## config.mk

```make
export PLATFORM = sky130hd
export DESIGN_NAME = iic_slave_regs
export DESIGN_NICKNAME = d
export VERILOG_FILES = /design/src/rtl/iic_slave_regs.sv
export SDC_FILE = /design/constraint.sdc
export NUM_CORES = 1
export LEC_CHECK = 0
export BUFFER_PORTS_ARGS = -buffer_cell sky130_fd_sc_hd__buf_2
export CORE_ASPECT_RATIO = 0.6
export CORE_MARGIN = 2
export CORE_UTILIZATION = 57
export DETAILED_ROUTE_END_ITERATION = 7
export GPL_TIMING_DRIVEN = 0
export PLACE_DENSITY = 0.76
export SETUP_SLACK_MARGIN = 0.4
export SYNTH_ARGS = -nofsm -noshare
export SYNTH_HDL_FRONTEND = slang
export SYNTH_SLANG_ARGS = --single-unit
```

## constraint.sdc

```tcl
create_clock -name pclk -period 6 [get_ports pclk]
set_input_delay 1.5 -clock pclk [delete_from_list [all_inputs] [get_ports pclk]]
set_output_delay 1.5 -clock pclk [all_outputs]
set_load 0.02 [all_outputs]
```

## src/rtl/iic_slave_regs.sv

```systemverilog
// iic_slave_regs: I2C target with a DEPTH x 8-bit register file.
// Samples SCL/SDA on pclk, detects START/STOP, matches SLAVE_ADDR, ACKs,
// handles pointer-based writes and sequential reads. SDA is driven
// open-drain through sda_oe only; SCL is never driven (no stretching).
// Optional feature macro: IIC_SLAVE_GLITCH_FILTER_EN adds a 3-sample
// majority filter on the synchronized SCL/SDA (one extra cycle of latency,
// single-cycle pulses rejected).
module iic_slave_regs #(
    parameter logic [6:0] SLAVE_ADDR = 7'h50,
    parameter int          DEPTH      = 16,
    localparam int         PW         = $clog2(DEPTH)
) (
    input  logic          pclk,
    input  logic          preset,
    input  logic          scl_in,
    input  logic          sda_in,
    output logic          sda_oe,
    output logic          busy,
    output logic          wr_stb,
    output logic [PW-1:0] wr_ptr,
    output logic [7:0]    wr_data,
    input  logic [PW-1:0] dbg_addr,
    output logic [7:0]    dbg_data
);

    localparam logic [2:0] ST_IDLE     = 3'd0;
    localparam logic [2:0] ST_ADDR     = 3'd1;
    localparam logic [2:0] ST_ADDR_ACK = 3'd2;
    localparam logic [2:0] ST_WR_BYTE  = 3'd3;
    localparam logic [2:0] ST_WR_ACK   = 3'd4;
    localparam logic [2:0] ST_RD_BYTE  = 3'd5;
    localparam logic [2:0] ST_RD_ACK   = 3'd6;
    localparam logic [2:0] ST_IGNORE   = 3'd7;

    localparam logic [PW-1:0] PTR_ONE = {{(PW-1){1'b0}}, 1'b1};

`ifdef IIC_SLAVE_GLITCH_FILTER_EN
    // Cycles until sync, history and delayed-copy flops all hold real bus levels.
    localparam logic [2:0] PRIME_CYC = 3'd5;
`else
    localparam logic [2:0] PRIME_CYC = 3'd3;
`endif

    // Majority of three samples.
    function automatic logic maj3(input logic a, input logic b, input logic c);
        return (a & b) | (a & c) | (b & c);
    endfunction

    logic          r_scl_s1, r_scl_s2, r_sda_s1, r_sda_s2;
    logic          r_scl_d, r_sda_d;
    logic [2:0]    r_prime;
    logic          w_scl, w_sda, w_live;
    logic          w_scl_rise, w_scl_fall, w_start, w_stop;
    logic [7:0]    w_byte;

    logic [2:0]    r_state;
    logic [3:0]    r_bit_cnt;
    logic [7:0]    r_shift;
    logic [PW-1:0] r_ptr;
    logic          r_rw;
    logic          r_first;
    logic          r_ack_on;
    logic          r_sda_oe;
    logic          r_busy;
    logic          r_wr_stb;
    logic [PW-1:0] r_wr_ptr;
    logic [7:0]    r_wr_data;
    logic [7:0]    r_mem [DEPTH];

    // Two-flop synchronizer; idles high like the pulled-up bus.
    always_ff @(posedge pclk or posedge preset) begin
        if (preset) begin
            r_scl_s1 <= 1'b1;
            r_scl_s2 <= 1'b1;
            r_sda_s1 <= 1'b1;
            r_sda_s2 <= 1'b1;
        end else begin
            r_scl_s1 <= scl_in;
            r_scl_s2 <= r_scl_s1;
            r_sda_s1 <= sda_in;
            r_sda_s2 <= r_sda_s1;
        end
    end

`ifdef IIC_SLAVE_GLITCH_FILTER_EN
    logic r_scl_h1, r_scl_h2, r_sda_h1, r_sda_h2;

    // Sample history for the majority filter.
    always_ff @(posedge pclk or posedge preset) begin
        if (preset) begin
            r_scl_h1 <= 1'b1;
            r_scl_h2 <= 1'b1;
            r_sda_h1 <= 1'b1;
            r_sda_h2 <= 1'b1;
        end else begin
            r_scl_h1 <= r_scl_s2;
            r_scl_h2 <= r_scl_h1;
            r_sda_h1 <= r_sda_s2;
            r_sda_h2 <= r_sda_h1;
        end
    end

    assign w_scl = maj3(r_scl_s2, r_scl_h1, r_scl_h2);
    assign w_sda = maj3(r_sda_s2, r_sda_h1, r_sda_h2);
`else
    assign w_scl = r_scl_s2;
    assign w_sda = r_sda_s2;
`endif

    // Delayed copy for edge detection plus a priming counter so the reset
    // values of the pipeline can never be mistaken for a bus START/STOP.
    always_ff @(posedge pclk or posedge preset) begin
        if (preset) begin
            r_scl_d <= 1'b1;
            r_sda_d <= 1'b1;
            r_prime <= 3'd0;
        end else begin
            r_scl_d <= w_scl;
            r_sda_d <= w_sda;
            if (r_prime != PRIME_CYC) begin
                r_prime <= r_prime + 3'd1;
            end else begin
                r_prime <= r_prime;
            end
        end
    end

    assign w_live     = (r_prime == PRIME_CYC);
    assign w_scl_rise = w_live &  w_scl & ~r_scl_d;
    assign w_scl_fall = w_live & ~w_scl &  r_scl_d;
    assign w_start    = w_live &  w_scl &  r_scl_d &  r_sda_d & ~w_sda;
    assign w_stop     = w_live &  w_scl &  r_scl_d & ~r_sda_d &  w_sda;
    assign w_byte     = {r_shift[6:0], w_sda};

    // Protocol FSM, register file and write-strobe outputs.
    always_ff @(posedge pclk or posedge preset) begin
        if (preset) begin
            r_state   <= ST_IDLE;
            r_bit_cnt <= 4'd0;
            r_shift   <= 8'h00;
            r_ptr     <= {PW{1'b0}};
            r_rw      <= 1'b0;
            r_first   <= 1'b0;
            r_ack_on  <= 1'b0;
            r_sda_oe  <= 1'b0;
            r_busy    <= 1'b0;
            r_wr_stb  <= 1'b0;
            r_wr_ptr  <= {PW{1'b0}};
            r_wr_data <= 8'h00;
            for (int i = 0; i < DEPTH; i++) begin
                r_mem[i] <= 8'h00;
            end
        end else begin
            r_wr_stb <= 1'b0;
            if (w_start) begin
                // START or repeated START; pointer is kept on purpose.
                r_state   <= ST_ADDR;
                r_bit_cnt <= 4'd0;
                r_ack_on  <= 1'b0;
                r_sda_oe  <= 1'b0;
            end else if (w_stop) begin
                r_state   <= ST_IDLE;
                r_busy    <= 1'b0;
                r_ack_on  <= 1'b0;
                r_sda_oe  <= 1'b0;
            end else begin
                case (r_state)
                    ST_IDLE: begin
                        r_sda_oe <= 1'b0;
                    end
                    ST_ADDR: begin
                        if (w_scl_rise) begin
                            r_shift <= w_byte;
                            if (r_bit_cnt == 4'd7) begin
                                r_bit_cnt <= 4'd0;
                                r_ack_on  <= 1'b0;
                                if (r_shift[6:0] == SLAVE_ADDR) begin
                                    r_state <= ST_ADDR_ACK;
                                    r_busy  <= 1'b1;
                                    r_rw    <= w_sda;
                                end else begin
                                    r_state <= ST_IGNORE;
                                    r_busy  <= 1'b0;
                                end
                            end else begin
                                r_bit_cnt <= r_bit_cnt + 4'd1;
                            end
                        end
                    end
                    ST_ADDR_ACK: begin
                        // First fall (8th SCL) asserts ACK, second fall (9th) ends it.
                        if (w_scl_fall) begin
                            if (!r_ack_on) begin
                                r_sda_oe <= 1'b1;
                                r_ack_on <= 1'b1;
                            end else begin
                                r_ack_on <= 1'b0;
                                if (r_rw) begin
                                    r_state   <= ST_RD_BYTE;
                                    r_sda_oe  <= ~r_mem[r_ptr][7];
                                    r_shift   <= {r_mem[r_ptr][6:0], 1'b0};
                                    r_bit_cnt <= 4'd1;
                                end else begin
                                    r_state   <= ST_WR_BYTE;
                                    r_sda_oe  <= 1'b0;
                                    r_first   <= 1'b1;
                                    r_bit_cnt <= 4'd0;
                                end
                            end
                        end
                    end
                    ST_WR_BYTE: begin
                        if (w_scl_rise) begin
                            r_shift <= w_byte;
                            if (r_bit_cnt == 4'd7) begin
                                r_bit_cnt <= 4'd0;
                                r_ack_on  <= 1'b0;
                                r_state   <= ST_WR_ACK;
                                if (r_first) begin
                                    r_first <= 1'b0;
                                    r_ptr   <= w_byte[PW-1:0];
                                end else begin
                                    r_mem[r_ptr] <= w_byte;
                                    r_wr_stb     <= 1'b1;
                                    r_wr_ptr     <= r_ptr;
                                    r_wr_data    <= w_byte;
                                    r_ptr        <= r_ptr + PTR_ONE;
                                end
                            end else begin
                                r_bit_cnt <= r_bit_cnt + 4'd1;
                            end
                        end
                    end
                    ST_WR_ACK: begin
                        if (w_scl_fall) begin
                            if (!r_ack_on) begin
                                r_sda_oe <= 1'b1;
                                r_ack_on <= 1'b1;
                            end else begin
                                r_sda_oe <= 1'b0;
                                r_ack_on <= 1'b0;
                                r_state  <= ST_WR_BYTE;
                            end
                        end
                    end
                    ST_RD_BYTE: begin
                        // r_bit_cnt counts bits already placed on SDA.
                        if (w_scl_fall) begin
                            if (r_bit_cnt == 4'd8) begin
                                r_sda_oe <= 1'b0;
                                r_ack_on <= 1'b0;
                                r_state  <= ST_RD_ACK;
                            end else begin
                                r_sda_oe  <= ~r_shift[7];
                                r_shift   <= {r_shift[6:0], 1'b0};
                                r_bit_cnt <= r_bit_cnt + 4'd1;
                            end
                        end
                    end
                    ST_RD_ACK: begin
                        // r_ack_on here means "master ACKed, next fall starts a byte".
                        if (w_scl_rise) begin
                            r_ptr <= r_ptr + PTR_ONE;
                            if (w_sda) begin
                                r_state <= ST_IGNORE;
                            end else begin
                                r_ack_on <= 1'b1;
                            end
                        end else if (w_scl_fall && r_ack_on) begin
                            r_ack_on  <= 1'b0;
                            r_state   <= ST_RD_BYTE;
                            r_sda_oe  <= ~r_mem[r_ptr][7];
                            r_shift   <= {r_mem[r_ptr][6:0], 1'b0};
                            r_bit_cnt <= 4'd1;
                        end
                    end
                    ST_IGNORE: begin
                        r_sda_oe <= 1'b0;
                    end
                    default: begin
                        r_state  <= ST_IDLE;
                        r_sda_oe <= 1'b0;
                        r_busy   <= 1'b0;
                    end
                endcase
            end
        end
    end

    assign sda_oe   = r_sda_oe;
    assign busy     = r_busy;
    assign wr_stb   = r_wr_stb;
    assign wr_ptr   = r_wr_ptr;
    assign wr_data  = r_wr_data;
    assign dbg_data = r_mem[dbg_addr];

endmodule

```

==> impl_metrics.toml <==
[logic_synthesis]
ys_seq_area_share_pct = 46.67
yosys_warnings = 0
synth_top_family_by_area = "multiplexers"
synthAdderAreaFrac_pct = 1.071
synth_edf_count = 0
syn_area_um2 = 9346
synthTopCellsByArea = "dfrtp_1, mux4_2, mux2_2"
synth_mux_area_share_pct = 35.97
avgSynthCellArea_um2 = 13.55
synth-compound-area-share_pct = 4.913
synthSimpleGateAreaFrac_pct = 8.046
yosys_register_bits = 174
yosysTopAreaCell = "dfrtp_1"
syn_nets = 706
syn_inst = 690
async_flop_share_pct = 100.0
synthXorXnorAreaFrac_pct = 0.1874
synth_top_area_share_pct = 44.98
synthFlopType = "dfrtp_1"
synth_cell_type_count = 57

[layout]
drive_above_1_share_pct = 42.15
final_util_pct = 64.77
nets = 755
num_antenna_cells = 0
layout_common_cells = "dfrtp_1, mux2_2, mux4_2"
syn_to_final_growth_pct = 11.75
n_fill_cell = 1187
final_common_cell = "dfrtp_1"

[critical_path]
start_kind = "primary input"
r2r_cells = 7
path_max_fanout = 10
critPathTopFamily = "buffers and inverters"
path_common_cell = "mux4_2"
crit_cells = 5
end_kind = "output port"
arrival_ps = 3890
required_ps = 4500
slowest_delay_ps = 760
critPathKind = "primary input to output port"
critPathSlowestCell = "buf_1"
path_cells = "clkbuf_1 -> buf_1 -> mux4_2 -> mux4_2 -> buf_2"
path_buf_inv = 3

[floorplanning]
io_pins = 31
design.core.area_um2 = 16130
initial_core_util_pct = 57.96
dieHeight_um = 103.2
dieArea_um2 = 17470
core.rowCount = 36
die_x_um = 169.3

[global_route]
antenna_found_initial = 0
grt_max_degree = 45
grt_pass1_wl_um = 38470
grt_pass1_vias = 6400
grtUsageTotal_pct = 30.68
overflow = 0

[route]
viasPerCell = 6.772
drc = 0
postRouteAntennaNets = 0
dr.pass1.iters = 7
wirelength_um = 25300
drtIter0Drc = 708
num_vias = 6508
routedWlPerCell_um = 26.32

[placement]
pre_cts_ws_ps = 431.9
gp_congestion = 0.9011
place_hpwl_um = 17890
io_buffers = 26

[power_and_ir_drop]
power_density_nw_per_um2 = 313.5
power.leakage_nw = 4.811
irDropWorstVdd_uv = 215.5

[clocking]
cts_resized = 0
root_buffer = "clkbuf_16"
cts_buffers = 17
clock_latency_ps = 440
post_cts_buffers = 0
clkTransAtPathRegs_ps = 70
htreeDepth = 4
numClockSinks = 174
hold_buffers = 0
tritoncts = "done"
clockBufferDepth = 2

[sta]
setup_viol = 0
timing.setup.tns_ps = 0
layout_setup_ws_ps = 608.4
min_period_over_period_pct = 89.86
relSlewSlack_pct = 36.58
max_clock_freq_mhz = 185.5
final.min_clock_period_ps = 5392
hold_viol = 0
worst_pin_slew_ps = 951.3
grt_setup_unrepaired = "no"
report.final.slew_viol_count = 0
fin_worst_skew_ps = 16.16

[min_path]
hold_class = "flip-flop to flip-flop"
holdPathStages = 0

[job]
max_cap_viol_count = 0

[run_status]
status = "completed"
[cell families after synthesis]
logic type / count (synthesis)
buffers and inverters: 70
XOR/XNOR: 2
AND/OR/NAND/NOR: 134
AO/OA/AOI/OAI: 74
flip-flops: 174
multiplexers: 228
adder cells (fa/ha/maj): 8
[state kept, by name, summed over array words and instances (netlist names), 3 cells and up]
signal     count
r_bit_cnt      4
wr_ptr         4
r_shift        8
wr_data        8
r_prime        3
r_ptr          4
r_mem        128
r_state        3
[path summary, 6_finish.rpt]
kind	end	startpoint	slack [ps]
min	r_scl_s2	r_scl_s1	360
min in group asynchronous	wr_stb	preset	1000
max reg2reg	r_mem[126]	r_ptr[1]	2780
max in group asynchronous	r_sda_d	preset	4150
min reg2reg	r_scl_s2	r_scl_s1	360
max	dbg_data[3]	dbg_addr[0]	610
[where the power goes]
part	internal, W	switching [W]	total, W	leakage [nW]
clock network	0.000645	0.000520	0.00117	0.300
registers	0.00123	0.0000451	0.00128	2.38
logic	0.000266	0.000567	0.000833	2.13
[cell type report]
cell class	count	area, um^2	share of cell area [%]
buffer	60	259.0	2.480
clock buffer	19	442.9	4.241
clock inverter	13	177.7	1.701
inverter	10	41.29	0.3953
multi-input combinational	446	4691	44.91
sequential	174	4362	41.76
tap	209	261.5	2.504
timing repair buffer	30	210.2	2.012
[synth_stat cells (5+ instances only)]
cell type  number
o21ai_0        21
a22oi_1         6
and2_1          5
inv_1           9
buf_4           5
buf_2          10
nand2b_1        7
a21oi_1        16
nor2b_1         7
mux4_2         72
nor2_1         16
nor3_1          5
nand2_2         8
buf_1          11
nand2_1        47
nand3b_1        7
mux2_2        142
mux2i_1        13
clkbuf_1       34
dfrtp_1       168
ha_1            8
nand3_1         7
dfstp_2         6
[per-layer routing]
metal / track usage [%] / share of wire (%) / vias up / wire length [um]
met4: 9.599 / 2.1 / 0 / 541
met1: 45.12 / 44 / 3378 / 11170
met2: 42.39 / 42 / 381 / 10520
met3: 11.87 / 12 / 48 / 3069
met5: 0 / 0 / - / 0
li1: - / - / 2701 / -
[per-stage QoR]
stage                     cells  hold WS (ps)  cell area (um^2)  total power (W)
after floorplan             690         345.2              9350         0.001845
after global placement      925         345.4              9742         0.002078
after detailed placement    929         348.1              9822         0.002104
after CTS                   961         358.8             10440         0.003259
after global routing        961         366.1             10450         0.003403
final                       961         359.1             10450         0.003274
[worst register-to-register path, delay by kind of cell (launching register included)]
| kind | cells | cell delay, ps |
|---|---|---|
| and+or+nand+nor | 1 | 370 |
| adders and majority gates | 1 | 320 |
| muxes | 1 | 390 |
| DFF | 1 | 400 |
| buffers and inverters | 4 | 1630 |
No activity file was read; power rests on OpenSTA's default activity.
